==> config.mk <==
export PLATFORM = sky130hd
export DESIGN_NAME = tt_mode_counter
export DESIGN_NICKNAME = d
export VERILOG_FILES = /design/src/rtl/tt_counter_pkg.sv /design/src/rtl/tt_prescaler.sv /design/src/rtl/tt_mode_counter.sv
export SDC_FILE = /design/constraint.sdc
export NUM_CORES = 1
export LEC_CHECK = 0
export ABC_AREA = 0
export BUFFER_PORTS_ARGS = -buffer_cell sky130_fd_sc_hd__buf_2
export CORE_ASPECT_RATIO = 0.6
export CORE_MARGIN = 5
export CORE_UTILIZATION = 57
export CTS_CLUSTER_DIAMETER = 150
export DETAILED_ROUTE_END_ITERATION = 7
export MAX_ROUTING_LAYER = met4
export PLACE_DENSITY = 0.92
export SKIP_CTS_REPAIR_TIMING = 1
export SLEW_MARGIN = 20
export SYNTH_ARGS = -nofsm -noshare
export SYNTH_HDL_FRONTEND = slang
export SYNTH_SLANG_ARGS = --single-unit
==> constraint.sdc <==
create_clock -name clk -period 2.7 [get_ports clk]
set_input_delay 0 -clock clk [delete_from_list [all_inputs] [get_ports clk]]
set_output_delay 0 -clock clk [all_outputs]
set_load 0.05 [all_outputs]
==> src/rtl/tt_counter_pkg.sv <==
// Shared definitions for the programmable mode counter.
// Count-mode encodings used by the counter datapath.
package tt_counter_pkg;

  localparam logic [1:0] MODE_UP       = 2'b00;
  localparam logic [1:0] MODE_DOWN     = 2'b01;
  localparam logic [1:0] MODE_PINGPONG = 2'b10;
  localparam logic [1:0] MODE_ONESHOT  = 2'b11;

endpackage

==> src/rtl/tt_prescaler.sv <==
// Clock-enable prescaler: one tick every prescale+1 enabled cycles.
// clr restarts the divider from zero (used by counter load).
module tt_prescaler #(
  parameter int PRESCALE_W = 8
) (
  input  logic                  clk,
  input  logic                  rst_n,
  input  logic                  en,
  input  logic                  clr,
  input  logic [PRESCALE_W-1:0] prescale,
  output logic                  tick
);

  logic [PRESCALE_W-1:0] pc_q;
  logic [PRESCALE_W-1:0] pc_d;

  assign tick = en && (pc_q == prescale);

  // next divider value; wraps naturally if prescale drops below pc
  always_comb begin
    pc_d = pc_q;
    if (clr) begin
      pc_d = '0;
    end else if (tick) begin
      pc_d = '0;
    end else if (en) begin
      pc_d = pc_q + 1'b1;
    end
  end

  // divider register
  always_ff @(posedge clk) begin
    if (!rst_n) begin
      pc_q <= '0;
    end else begin
      pc_q <= pc_d;
    end
  end

endmodule

==> src/rtl/tt_mode_counter.sv <==
// Programmable up/down/ping-pong/one-shot counter with prescaler,
// synchronous load, terminal-count pulse and compare match.
module tt_mode_counter
  import tt_counter_pkg::*;
#(
  parameter int WIDTH      = 8,
  parameter int PRESCALE_W = 8
) (
  input  logic                  clk,
  input  logic                  rst_n,
  input  logic                  en,
  input  logic                  load,
  input  logic [WIDTH-1:0]      load_val,
  input  logic [WIDTH-1:0]      modulo,
  input  logic [1:0]            mode,
  input  logic [PRESCALE_W-1:0] prescale,
  input  logic [WIDTH-1:0]      cmp_val,
  output logic [WIDTH-1:0]      count,
  output logic                  dir,
  output logic                  tc,
  output logic                  match,
  output logic                  done
);

  localparam logic [WIDTH-1:0] ONE = WIDTH'(1);

  logic             tick;
  logic [WIDTH-1:0] cnt_q, cnt_d;
  logic             dir_q, dir_d;
  logic             tc_q, tc_d;
  logic             done_q, done_d;
  logic             oor;
  logic             at_top;
  logic             at_zero;

  tt_prescaler #(
    .PRESCALE_W (PRESCALE_W)
  ) u_prescaler (
    .clk      (clk),
    .rst_n    (rst_n),
    .en       (en),
    .clr      (load),
    .prescale (prescale),
    .tick     (tick)
  );

  assign oor     = cnt_q > modulo;
  assign at_top  = cnt_q == modulo;
  assign at_zero = cnt_q == '0;

  // state register
  always_ff @(posedge clk) begin
    if (!rst_n) begin
      cnt_q  <= '0;
      dir_q  <= 1'b1;
      tc_q   <= 1'b0;
      done_q <= 1'b0;
    end else begin
      cnt_q  <= cnt_d;
      dir_q  <= dir_d;
      tc_q   <= tc_d;
      done_q <= done_d;
    end
  end

  // next state: load beats tick; out-of-range recovers without tc
  always_comb begin
    cnt_d  = cnt_q;
    dir_d  = dir_q;
    tc_d   = 1'b0;
    done_d = done_q;
    if (load) begin
      cnt_d  = (load_val > modulo) ? modulo : load_val;
      dir_d  = (mode != MODE_DOWN);
      done_d = 1'b0;
    end else if (tick) begin
      unique case (mode)
        MODE_UP: begin
          dir_d = 1'b1;
          if (oor) begin
            cnt_d = '0;
          end else if (at_top) begin
            cnt_d = '0;
            tc_d  = 1'b1;
          end else begin
            cnt_d = cnt_q + ONE;
          end
        end
        MODE_DOWN: begin
          dir_d = 1'b0;
          if (oor) begin
            cnt_d = modulo;
          end else if (at_zero) begin
            cnt_d = modulo;
            tc_d  = 1'b1;
          end else begin
            cnt_d = cnt_q - ONE;
          end
        end
        MODE_PINGPONG: begin
          if (oor) begin
            cnt_d = '0;
            dir_d = 1'b1;
          end else if (modulo == '0) begin
            cnt_d = '0;
            dir_d = ~dir_q;
            tc_d  = 1'b1;
          end else if (dir_q && at_top) begin
            cnt_d = modulo - ONE;
            dir_d = 1'b0;
            tc_d  = 1'b1;
          end else if (!dir_q && at_zero) begin
            cnt_d = ONE;
            dir_d = 1'b1;
            tc_d  = 1'b1;
          end else if (dir_q) begin
            cnt_d = cnt_q + ONE;
          end else begin
            cnt_d = cnt_q - ONE;
          end
        end
        MODE_ONESHOT: begin
          dir_d = 1'b1;
          if (!done_q) begin
            if (oor) begin
              cnt_d = '0;
            end else if (at_top) begin
              tc_d   = 1'b1;
              done_d = 1'b1;
            end else begin
              cnt_d = cnt_q + ONE;
            end
          end
        end
      endcase
    end
  end

  // outputs; match decodes the registered count
  always_comb begin
    count = cnt_q;
    dir   = dir_q;
    tc    = tc_q;
    done  = done_q;
    match = (cnt_q == cmp_val);
  end

endmodule

== Yosys cells after proc, flatten, opt, wreduce, memory -nomap -nowiden ==
Index checks and enable logic that the tools add are counted.

* Muxes and demuxes: 34
* $add $sub $neg: 4
* Bitwise gates (word level): 3
* Order comparisons: 2
* Eq/ne operators: 10
* Reductions and logical operators: 15

{| class="wikitable"
|+ Operator list
! kind !! count
|-
| $mux W8 || 15
|-
| $pmux W8 S4 || 1
|-
| $eq A8 B8 Y1 || 3
|-
| $add A8 B1 Y8 const B || 2
|-
| $gt A8 B8 Y1 || 2
|-
| $logic_not A8 Y1 || 2
|-
| $mux W1 || 16
|-
| $sub A8 B1 Y8 const B || 2
|-
| $ne A6 B6 Y1 const B || 1
|-
| $reduce_or A3 Y1 || 2
|-
| $eq A2 B2 Y1 const B || 2
|-
| $ne A4 B4 Y1 const B || 1
|-
| $pmux W1 S4 || 1
|-
| $reduce_and A2 Y1 || 2
|-
| $reduce_or A2 Y1 || 2
|-
| $logic_and A1 B1 Y1 || 3
|-
| $ne A3 B3 Y1 const B || 1
|-
| $not A1 Y1 || 3
|-
| $pmux W1 S3 || 1
|-
| $reduce_and A3 Y1 || 1
|-
| $eq A2 B1 Y1 const B || 1
|-
| $logic_not A2 Y1 || 1
|-
| $ne A2 B1 Y1 const B || 1
|-
| $reduce_bool A2 Y1 || 1
|-
| $logic_not A1 Y1 || 1
|}

* Output and inout port bits: 12
* Word-level logic and storage cells: 73
* Register bits after elaboration: 19
* Bits of input ports: 38

== Logic depth before layout (Yosys ltp) ==
* Word-level depth: 9
* Mapped depth: 11
* Depth with buffers taken out: 9

== Cells and area by module ==
A second synthesis with hierarchy kept.

* Cell total of the unflattened synthesis: 338
* Area total of the unflattened synthesis: 2,652.5 um^2

{| class="wikitable"
|+ By module, submodules not included
! module !! area each (um^2) !! sequential area each (um^2) !! instances !! cells an instance
|-
| tt_mode_counter || 2,213.4 || 220.2 || 1 || 289
|-
| tt_prescaler || 439.2 || 160.2 || 1 || 49
|}

== Least setup slack after synthesis ==
Ideal clock, no wire load.

* Path type: register to register
* Start point: register cnt_q[0], in the netlist count[0]
* End point: register cnt_q[5], in the netlist count[5]
* Arrival time: 2.673 ns
* Stages on the path, launching flop included: 12
* Buffers on the path: 2
* Setup slack: -0.092 ns
* Library setup time: 0.120 ns
* Period minus slack after synthesis: 2.792 ns
* Data required time: 2.580 ns
* Cells stage by stage: dfxtp_1 > buf_2 > inv_1 > ha_1 > nand4_1 > nor2_1 > buf_2 > a211oi_1 > nor2_1 > a21oi_1 > a211oi_1 > o31a_1

* Longest elaborated chain between the ends: 9
* Elaborated cells on any way between the ends: 24
* Classes of those cells: add/sub (2); order compare (1); eq/ne (2); mux (15); reduce/logical (4)

{| class="wikitable"
|+ RTL lines
! element !! RTL line !! source
|-
| start: declaration || tt_mode_counter.sv:28 || <nowiki>logic [WIDTH-1:0] cnt_q, cnt_d;</nowiki>
|-
| start signal: assignment || tt_mode_counter.sv:59 || <nowiki>cnt_q <= cnt_d;</nowiki>
|-
| $sub A8 B1 Y8 (tied with other cells) || tt_mode_counter.sv:97, tt_mode_counter.sv:119 ||
|-
| $mux W8 / $logic_and A1 B1 Y1 (equally long branches) || tt_mode_counter.sv:116, tt_mode_counter.sv:112 ||
|-
| $mux W8 || tt_mode_counter.sv:112 || <nowiki>end else if (!dir_q && at_zero) begin</nowiki>
|-
| $mux W8 || tt_mode_counter.sv:108 || <nowiki>end else if (dir_q && at_top) begin</nowiki>
|-
| $mux W8 || tt_mode_counter.sv:104 || <nowiki>end else if (modulo == '0) begin</nowiki>
|-
| $mux W8 || tt_mode_counter.sv:101 || <nowiki>if (oor) begin</nowiki>
|-
| $pmux W8 S4 || tt_mode_counter.sv:77 || <nowiki>unique case (mode)</nowiki>
|-
| $mux W8 || tt_mode_counter.sv:76 || <nowiki>end else if (tick) begin</nowiki>
|-
| $mux W8 || tt_mode_counter.sv:72 || <nowiki>if (load) begin</nowiki>
|}

Several ways; a longest one is shown, not always the timed one. The select of a mux whose other input is x is not followed.
A chain may end at the register's enable or synchronous reset.

== Worst setup path in the final report ==
* Start point: register cnt_q[7], in the netlist count[7]
* End point: register cnt_q[2], in the netlist count[2]

* Longest elaborated chain between the ends: 9
* Elaborated cells on any way between the ends: 20
* Classes of those cells: order compare (1); eq/ne (2); mux (13); reduce/logical (4)

{| class="wikitable"
|+ RTL lines
! element
|-
| parallel branches: the longest is 9 deep, another holds $gt A8 B8 Y1
|}

Parallel ways; which one is timed is not known. The select of a mux whose other input is x is not followed.

==> out/metrics.csv <==
metric,value,unit
# fillers,370,
final worst path period need,2.68,ns
Net Sw Frac,44.6,%
Startpoint Class,flip-flop,
CP Class,reg -> reg,
Synth top area share,14.6,%
"Async S/R FF share, synth",0,%
Total Routing Usage GR,32.8,%
synthesis-to-finish area growth,18.7,%
Slew HR,65.0,%
worst skew pair latency,0.27,ns
Peak VDD IR,216,µV
RSZ-0062 raised after global routing,false,
number of distinct library cells after synthesis,56,
Initial Util,57.8,%
GRT met3 Usage,9.84,%
via count,3098,
#FFs+latches synth,19,
pwr dens,357,mW/mm²
sequential fraction of the synthesis area,14.6,%
"Most Used Layer, Global Route",met1,
drt first pass iters,6,
Commonest cells post-synth,"nor2_1 (28), a21oi_1 (27), ha_1 (26)",
met1 usage,48.8,%
Clock Skew,0.00647,ns
met2 usage,43.0,%
# setup viols final,0,
WP data required,2.90,ns
Post-synth EDFFs,0,
Max Slew Vio Count,0,
Via density,6.55,
syn nets,413,
DIE WIDTH,97.2,µm
Post-Route WL,9.89,mm
CTS root buf,clkbuf_8,
Worst Tran Pin Value,0.526,ns
Port Buffers,49,
status,completed,
DRT antenna net count,0,
fin util,68.6,%
first-pass GRT wire length,15.5,mm
setup_tns,0,ns
CTS Buffer Depth,2,
Lkg Pwr,1.33,nW
nature of the critical path endpoint,flip-flop,
gr ovfl total,0,
Yosys warning total,0,
synth top area cells,"dfxtp_1 (15%), ha_1 (13%), xnor2_1 (7.1%)",
DP HPWL,8.03,mm
"Reg clk slew, reported paths",0.08,ns
Worst EP arrival,2.88,ns
sw power,0.000491,W
"Hold Vio Cnt, Final",0,
area of the die,0.00605,mm²
crit-path max FO,7,
core area,0.00449,mm²
vias in the first global route,2842,
drt wl/cell,20.9,µm
cell taking the most area after synthesis,dfxtp_1,
ant diodes,0,
Reg2Reg Setup Slack,0.02,ns
die height,62.3,µm
Max-cap violations,0,
Logic pwr share,52.9,%
CTS tree,yes,
final net count,475,
synthesized area per cell,7.44,µm²
drt drc,0,
ys flop type,dfxtp_1,
TritonCTS Buffers,3,
share of post-route cells with drive strength above 1,21.0,%
Max Clock Freq,373,MHz
Top-Level Pins,50,
pin count of the biggest net entering global routing,17,
sequential power share,27.3,%
row count,19,
Internal,0.000611,W
Clk network pwr share,19.7,%
Synth Instances,349,
initial antenna violation count,0,
Clock Sinks,19,
most numerous cell in the Yosys netlist,nor2_1,
GPL Wtd Cong,1.11,
Initial DRC Count,383,
share of the clock period used by the worst path,99.4,%
Syn Std Cell Area,0.00260,mm²
HP Class,in -> reg,
H-tree lvl count,1,
## power by group through the flow
| stage | clock network [W] | registers [W] | logic, W |
|---|---|---|---|
| after floorplan | 0 | 0.000351 | 0.000319 |
| after global placement | 0 | 0.000307 | 0.000553 |
| after detailed placement | 0 | 0.000308 | 0.000555 |
| after CTS | 0.000215 | 0.000301 | 0.000558 |
| after global routing | 0.000238 | 0.000303 | 0.000615 |
| final | 0.000217 | 0.000301 | 0.000583 |
## flip-flops by register name, indices dropped and copies added (netlist names)
| signal | flops |
|---|---|
| done | 1 |
| dir | 1 |
| tc | 1 |
| u_prescaler.pc_q | 8 |
| count | 8 |
## worst max-delay path, cell delays in order (launching register included)
cell,delay [ns]
dfxtp_1,0.32
ha_1,0.31
nand4_1,0.19
buf_4,0.22
or2_1,0.30
nand2_1,0.15
nand2_1,0.18
or4_1,0.55
o311ai_1,0.13
a31o_1,0.26
## cell families after synthesis
family,count (synthesis),share of synthesized area (%)
muxes,11,4.34
xor gates and xnor gates,42,14.2
and+or+nand+nor,113,23.2
DFF,19,14.6
AOI/OAI and AO/OA,102,25.2
adders and majority gates,26,12.5
buffers and inverters,36,5.92
## path summary, 6_finish.rpt
kind / startpoint / endpoint / cells past startpoint
min: rst_n / dir / 2
min reg2reg: done / done / 1
max: count[7] / count[2] / 9
max reg2reg: count[7] / count[2] / 9
## layout by cell type, fill, tap and decap left out, drive strengths merged, types with 2 or more instances in the layout
cell type	Yosys	routed
mux2i	9	9
a221oi	2	2
o211ai	6	6
buf	10	75
o31a	4	4
a31oi	8	8
dfxtp	19	19
a211oi	6	6
nand2b	4	4
a21o	2	2
nor3b	2	2
and3	3	3
nor2	29	29
nor4	3	3
or4	2	2
o21a	5	5
o21ai	23	23
nand2	22	22
and4	3	3
nor2b	2	2
nor3	11	11
nand4	13	13
xor2	21	21
a21oi	27	27
o22ai	2	2
nor4b	2	2
clkbuf	8	4
mux2	2	2
xnor2	21	21
nand3	16	16
o311ai	4	4
inv	17	17
ha	26	26
## through the flow
stage               instance area, µm²  total power (W)  hold slack [ns]  setup WS (ns)  cells
global placement                  3030         0.000860            0.311         0.0992    469
finish                            3080          0.00110           0.0494         0.0155    473
CTS                               3080          0.00107           0.0339          0.136    473
detailed placement                3030         0.000863            0.307          0.155    469
floorplan                         2600         0.000670            0.196         0.0750    349
global route                      3080          0.00116           0.0578       0.000725    473
## routing by layer
| layer | wire length [µm] | vias up |
|---|---|---|
| met3 | 1590 | 36 |
| met5 | 0 | - |
| met2 | 3790 | 282 |
| met1 | 4240 | 1374 |
| met4 | 273 | 0 |
| li1 | - | 1406 |
## layout make-up
| class | instances | area (µm²) | area share (%) |
|---|---|---|---|
| Multi-Input combinational cell | 294 | 2070 | 67.1 |
| Timing Repair Buffer | 75 | 440 | 14.3 |
| Sequential cell | 19 | 382 | 12.4 |
| Tap cell | 63 | 78.8 | 2.56 |
| Inverter | 18 | 67.6 | 2.19 |
| Clock buffer | 4 | 45.0 | 1.46 |
Note: power is estimated with default switching activity, not from simulation.
